<file path="config.mk">
export PLATFORM = sky130hd
export DESIGN_NAME = stack_ctx_ring
export DESIGN_NICKNAME = d
export VERILOG_FILES = /design/src/rtl/stack_ctx_ring.sv
export SDC_FILE = /design/constraint.sdc
export NUM_CORES = 2
export LEC_CHECK = 0
export ABC_AREA = 1
export CELL_PAD_IN_SITES_DETAIL_PLACEMENT = 1
export CELL_PAD_IN_SITES_GLOBAL_PLACEMENT = 1
export CORE_ASPECT_RATIO = 1.2
export CORE_MARGIN = 2
export CORE_UTILIZATION = 45
export DETAILED_ROUTE_END_ITERATION = 12
export MAX_ROUTING_LAYER = met4
export PLACE_DENSITY = 0.77
export SKIP_CTS_REPAIR_TIMING = 1
export SYNTH_ARGS = -nofsm -noshare
export SYNTH_HDL_FRONTEND = slang
export SYNTH_SLANG_ARGS = --single-unit
</file>
<file path="constraint.sdc">
create_clock -name clk -period 18.4 [get_ports clk]
set_input_delay 3.68 -clock clk [delete_from_list [all_inputs] [get_ports clk]]
set_output_delay 3.68 -clock clk [all_outputs]
set_load 0.03 [all_outputs]
</file>
<file path="src/rtl/stack_ctx_ring.sv">
// -----------------------------------------------------------------------------
// stack_ctx_ring
//
// Barrel-threaded data/return stack. CONTEXTS independent stacks share one
// update port; the port is handed to one context per clock in fixed
// round-robin order. The context owning the current slot is shown on ctx, and
// rd/depth/overflow/underflow show that context's stored state. Inputs applied
// in a slot update only that context, so a context sees its own update at its
// next slot, CONTEXTS cycles later (next cycle when CONTEXTS = 1).
//
// Each stack is a head register (TOS, shown on rd) plus DEPTH tail entries;
// tail index 0 is the entry just below the head. Capacity is DEPTH+1.
// DEPTH must be at least 2.
//
// Ports
//   clk        in   1      clock, all state on rising edge
//   reset      in   1      synchronous, active-high; fills all stacks with FILL
//   ctx        out  CB     context owning this cycle's slot
//   rd         out  WIDTH  head (TOS) of context ctx
//   we         in   1      write wd into head of context ctx
//   delta      in   2      00 none, 01 push, 11 pop, 10 none (reserved)
//   wd         in   WIDTH  write data
//   err_clr    in   1      clear overflow/underflow of context ctx
//   depth      out  DB     entry count of context ctx, 0..DEPTH+1
//   overflow   out  1      sticky: context ctx pushed while full
//   underflow  out  1      sticky: context ctx popped while empty
// -----------------------------------------------------------------------------
module stack_ctx_ring #(
    parameter int               WIDTH    = 16,
    parameter int               DEPTH    = 18,
    parameter int               CONTEXTS = 4,
    parameter logic [WIDTH-1:0] FILL     = 16'h55aa,
    parameter int               CB       = (CONTEXTS > 1) ? $clog2(CONTEXTS) : 1,
    parameter int               DB       = $clog2(DEPTH + 2)
) (
    input  logic             clk,
    input  logic             reset,
    output logic [CB-1:0]    ctx,
    output logic [WIDTH-1:0] rd,
    input  logic             we,
    input  logic [1:0]       delta,
    input  logic [WIDTH-1:0] wd,
    input  logic             err_clr,
    output logic [DB-1:0]    depth,
    output logic             overflow,
    output logic             underflow
);

    // Storage is sized to the full range of the ctx counter so every index
    // value addresses a real entry; slots >= CONTEXTS are simply never visited.
    localparam int            NSLOT = 1 << CB;
    localparam logic [DB-1:0] FULL  = DB'(DEPTH + 1);
    localparam logic [CB-1:0] LAST  = CB'(CONTEXTS - 1);

    logic [CB-1:0]                 r_ctx;
    logic [WIDTH-1:0]              r_head  [NSLOT];
    logic [DEPTH-1:0][WIDTH-1:0]   r_tail  [NSLOT];
    logic [DB-1:0]                 r_depth [NSLOT];
    logic                          r_ovf   [NSLOT];
    logic                          r_unf   [NSLOT];

    logic                          w_push;
    logic                          w_pop;
    logic [WIDTH-1:0]              w_head_cur;
    logic [DEPTH-1:0][WIDTH-1:0]   w_tail_cur;
    logic [DB-1:0]                 w_depth_cur;
    logic                          w_ovf_hit;
    logic                          w_unf_hit;
    logic [WIDTH-1:0]              w_head_nxt;
    logic [DEPTH-1:0][WIDTH-1:0]   w_tail_nxt;
    logic [DB-1:0]                 w_depth_nxt;
    logic                          w_ovf_nxt;
    logic                          w_unf_nxt;
    logic [CB-1:0]                 w_ctx_nxt;

    // Next state of the context that owns the current slot.
    always_comb begin
        w_push      = (delta == 2'b01);
        w_pop       = (delta == 2'b11);
        w_head_cur  = r_head[r_ctx];
        w_tail_cur  = r_tail[r_ctx];
        w_depth_cur = r_depth[r_ctx];

        w_tail_nxt  = w_tail_cur;
        w_head_nxt  = w_head_cur;
        w_depth_nxt = w_depth_cur;

        // Data always shifts, even when the depth counter saturates: a push
        // at full capacity drops the bottom entry, a pop at empty pulls FILL.
        if (w_push) begin
            w_tail_nxt = {w_tail_cur[DEPTH-2:0], w_head_cur};
        end else if (w_pop) begin
            w_tail_nxt = {FILL, w_tail_cur[DEPTH-1:1]};
        end

        // Any move brings tail[0] up unless the head is written this slot.
        if (we) begin
            w_head_nxt = wd;
        end else if (delta[0]) begin
            w_head_nxt = w_tail_cur[0];
        end

        w_ovf_hit = w_push && (w_depth_cur == FULL);
        w_unf_hit = w_pop  && (w_depth_cur == '0);

        if (w_push && !w_ovf_hit) begin
            w_depth_nxt = w_depth_cur + DB'(1);
        end else if (w_pop && !w_unf_hit) begin
            w_depth_nxt = w_depth_cur - DB'(1);
        end

        // A new error in the same slot as err_clr leaves the flag set.
        w_ovf_nxt = (r_ovf[r_ctx] && !err_clr) || w_ovf_hit;
        w_unf_nxt = (r_unf[r_ctx] && !err_clr) || w_unf_hit;

        w_ctx_nxt = (r_ctx == LAST) ? '0 : r_ctx + CB'(1);
    end

    always_ff @(posedge clk) begin
        if (reset) begin
            r_ctx <= '0;
            for (int i = 0; i < NSLOT; i++) begin
                r_head[i]  <= FILL;
                r_tail[i]  <= {DEPTH{FILL}};
                r_depth[i] <= '0;
                r_ovf[i]   <= 1'b0;
                r_unf[i]   <= 1'b0;
            end
        end else begin
            r_ctx          <= w_ctx_nxt;
            r_head[r_ctx]  <= w_head_nxt;
            r_tail[r_ctx]  <= w_tail_nxt;
            r_depth[r_ctx] <= w_depth_nxt;
            r_ovf[r_ctx]   <= w_ovf_nxt;
            r_unf[r_ctx]   <= w_unf_nxt;
        end
    end

    // Outputs come from stored state only, never from this cycle's inputs.
    assign ctx       = r_ctx;
    assign rd        = r_head[r_ctx];
    assign depth     = r_depth[r_ctx];
    assign overflow  = r_ovf[r_ctx];
    assign underflow = r_unf[r_ctx];

endmodule

</file>
==> flow_metrics.env <==
export IMPL_fillers=14700
export IMPL_fin_nets=6097
export IMPL_clock_tree_root_cell="clkbuf_16"
export IMPL_synthCells=6261
export IMPL_worst_slew_margin_rel=0.226
export IMPL_crit_required_ps=14720
export IMPL_cp_end_kind="output port"
export IMPL_grt_overflow=0
export IMPL_routed_wl_um=175000
export IMPL_rows=146
export IMPL_htree_num_levels=4
export IMPL_power_density_nw_per_um2=115
export IMPL_drt_pass1_iterations=5
export IMPL_vias=45400
export IMPL_slew_viol_final=0
export IMPL_cap_viol_max_count=0
export IMPL_mostFrequentLayoutCells="nand2_1 (2091), edfxtp_1 (1244), nor2_1 (649), inv_1 (549), o21ai_0 (384)"
export IMPL_cts_clk_slew_worst_paths_ps=60
export IMPL_wl_per_cell_um=22.0
export IMPL_areaGrowthSynthToFinish_pct=9.18
export IMPL_clock_sinks=1246
export IMPL_finalSetupTns_ps=0
export IMPL_arrival_ps=5180
export IMPL_cp_buffers_inverters=4
export IMPL_crit_family="buffers and inverters"
export IMPL_leakage_nw=25.3
export IMPL_post_route_drc_count=0
export IMPL_die_h_um=403
export IMPL_drive_gt1_frac=0.0679
export IMPL_hold_class="flip-flop to flip-flop"
export IMPL_vias_per_cell=5.71
export IMPL_cpMostUsedCell="buf_12"
export IMPL_first_iter_violations=3592
export IMPL_irDropWorstVdd_mv=0.0839
export IMPL_die_w_um=337
export IMPL_first_global_vias=49000
export IMPL_avgSynthCellArea_um2=9.55
export IMPL_setup_worst_path_start_class="flip-flop"
export IMPL_antenna_left=0
export IMPL_path_max_fanout=185
export IMPL_min_period_over_period=0.482
export IMPL_tightestPinTransition_ps=1160
export IMPL_grt_max_degree=193
export IMPL_crit_slowest_cell="clkdlybuf4s50_1"
export IMPL_worstReg2RegEnd="r_tail[2][239]"
export IMPL_multiInputGateArea_um2=18000
export IMPL_skew_ps=23.1
export IMPL_seq_area_um2=37400
export IMPL_min_path_cells=4
export IMPL_placed_area_um2=61000
export IMPL_r2r_cells=7
export IMPL_status="complete, no violations"
export IMPL_slowest_delay_ps=790
export IMPL_clk_latency_ps=790
export IMPL_reg2reg_from="ctx[1]"
export IMPL_die_area_um2=136000
export IMPL_whs_ps=746
export IMPL_cts_buffers=137
export IMPL_grt_use_total=0.265
export IMPL_finalSetupViolations=0
export IMPL_portBuffers=46
export IMPL_final_common_cell="nand2_1"
export IMPL_synth_area_um2=59800
export IMPL_place_congestion=0.757
export IMPL_dp_hpwl_um=85300
export IMPL_startpoint="ctx[0]"
export IMPL_finalCriticalPeriod_ps=8860
export IMPL_syn_num_nets=6287
export IMPL_path_class="flip-flop to output port"
export IMPL_io_pin_count=47
export IMPL_ys_ff_latch=1246
export IMPL_r2r_slack_ps=12190
export IMPL_cts_path_max_buffers=3
export IMPL_cts_tree="done"
export IMPL_yosysWarnings=0
export IMPL_crit_chain="inv_8 -> buf_12 -> buf_12 -> o21ai_0 -> o22ai_1 -> clkdlybuf4s50_1"
export IMPL_rsz0062_at_grt="false"
export IMPL_ys_seq_area_frac=0.626
export IMPL_antenna_found_initial=2
export IMPL_hold_viol=0
export IMPL_design_area_um2=65300
export IMPL_initial_core_util=0.453
export IMPL_core_area_um2=132000
export IMPL_grt_pass1_wl_um=273000
export IMPL_worstHoldStart="r_tail[2][106]"
export IMPL_max_freq_mhz=113
export IMPL_holdPathEnd="r_tail[3][90]"
export IMPL_synth_cell_types=39
==> state kept, by name, summed over array words and instances, names as in the netlist <==
| register | cells |
|---|---|
| r_unf | 4 |
| r_head | 64 |
| r_tail | 1152 |
| r_ovf | 4 |
| r_depth | 20 |
| ctx | 2 |
==> synth_stat cells <==
library cell / instances / area, µm²
a21oi_1: 38 / 190
a21oi_2: 1 / 8.76
a22o_1: 6 / 52.6
a31oi_1: 1 / 6.26
a32o_1: 22 / 220
buf_1: 46 / 173
buf_2: 160 / 801
buf_4: 35 / 263
buf_6: 23 / 259
buf_8: 3 / 45.0
clkbuf_1: 170 / 638
clkbuf_2: 1 / 5.00
clkinv_1: 1 / 3.75
dfxtp_1: 2 / 40.0
edfxtp_1: 1244 / 37400
ha_1: 4 / 50.1
inv_1: 550 / 2060
inv_2: 45 / 169
inv_4: 1 / 6.26
nand2_1: 2095 / 7860
nand2_2: 4 / 25.0
nand3_1: 304 / 1520
nand3_2: 7 / 70.1
nand4_1: 49 / 307
nor2_1: 650 / 2440
nor2_2: 19 / 119
nor2_4: 1 / 11.3
nor3b_1: 1 / 7.51
o211ai_1: 10 / 75.1
o211ai_2: 32 / 400
o21ai_0: 384 / 1920
o21ai_1: 62 / 310
o21ai_2: 2 / 17.5
o221ai_1: 30 / 263
o221ai_2: 38 / 571
o22a_1: 10 / 87.6
o22ai_1: 180 / 1130
o22ai_2: 16 / 200
or2_1: 14 / 87.6
==> cell families (layout without fill, tap and decap cells) <==
kind of cell,Yosys count,count (layout),share of synthesized area
compound gates,832,832,0.0912
buf+inv,1035,944,0.0741
other cells,0,1,0
simple gates,3144,3144,0.208
fa+ha+maj,4,4,0.000837
flops,1246,1246,0.626
==> layout make-up <==
cell class / instances / share of cell area
inverters: 597 / 0.0351
clock inverters: 62 / 0.00828
flip-flops and latches: 1246 / 0.573
diodes: 1 / 0.0000383
multi-input cells: 3980 / 0.276
well taps: 1776 / 0.0340
clock buffers: 176 / 0.0571
repair buffers: 109 / 0.0165
==> power breakdown <==
group / internal [mW] / leakage (nW) / switching, mW
sequential: 3.40 / 11.2 / 0.0671
clock: 1.55 / 2.09 / 1.13
combinational: 0.333 / 12.0 / 1.03
==> worst max-delay path by stage <==
stage,endpoint,slack [ps],cells past startpoint
CTS,rd[4],9610,6
global route,rd[4],9460,6
finish,rd[4],9540,6
floorplan,r_depth[3][0],670,2
global placement,r_tail[2][283],10080,8
detailed placement,r_tail[2][134],10000,8
==> tightest hold or removal path, stage by stage, from the launching register on <==
cell	delay, ps
edfxtp_1	320
nand2_1	60
nand3_1	80
nand3_1	80
nand4_1	110
==> routing by layer <==
| layer | part of all wire | GRT usage | routed length (µm) | up-vias |
|---|---|---|---|---|
| met5 | 0 | - | 0 | - |
| met4 | 0.028 | 0.0941 | 4970 | 0 |
| met2 | 0.52 | 0.463 | 90200 | 1249 |
| met1 | 0.41 | 0.316 | 71300 | 23300 |
| li1 | - | - | - | 20500 |
| met3 | 0.048 | 0.0310 | 8320 | 330 |
==> per-stage QoR <==
step | power [mW] | std cells | util | setup WS (ps)
after floorplan | 4.52 | 6261 | - | 674
after global placement | 4.82 | 7708 | 0.462 | 10080
after detailed placement | 4.88 | 7708 | 0.462 | 10000
after CTS | 7.54 | 7946 | 0.495 | 9610
after global routing | 7.79 | 7947 | 0.495 | 9460
final | 7.50 | 7947 | 0.495 | 9540
Note: power is estimated with default switching activity, not from simulation.
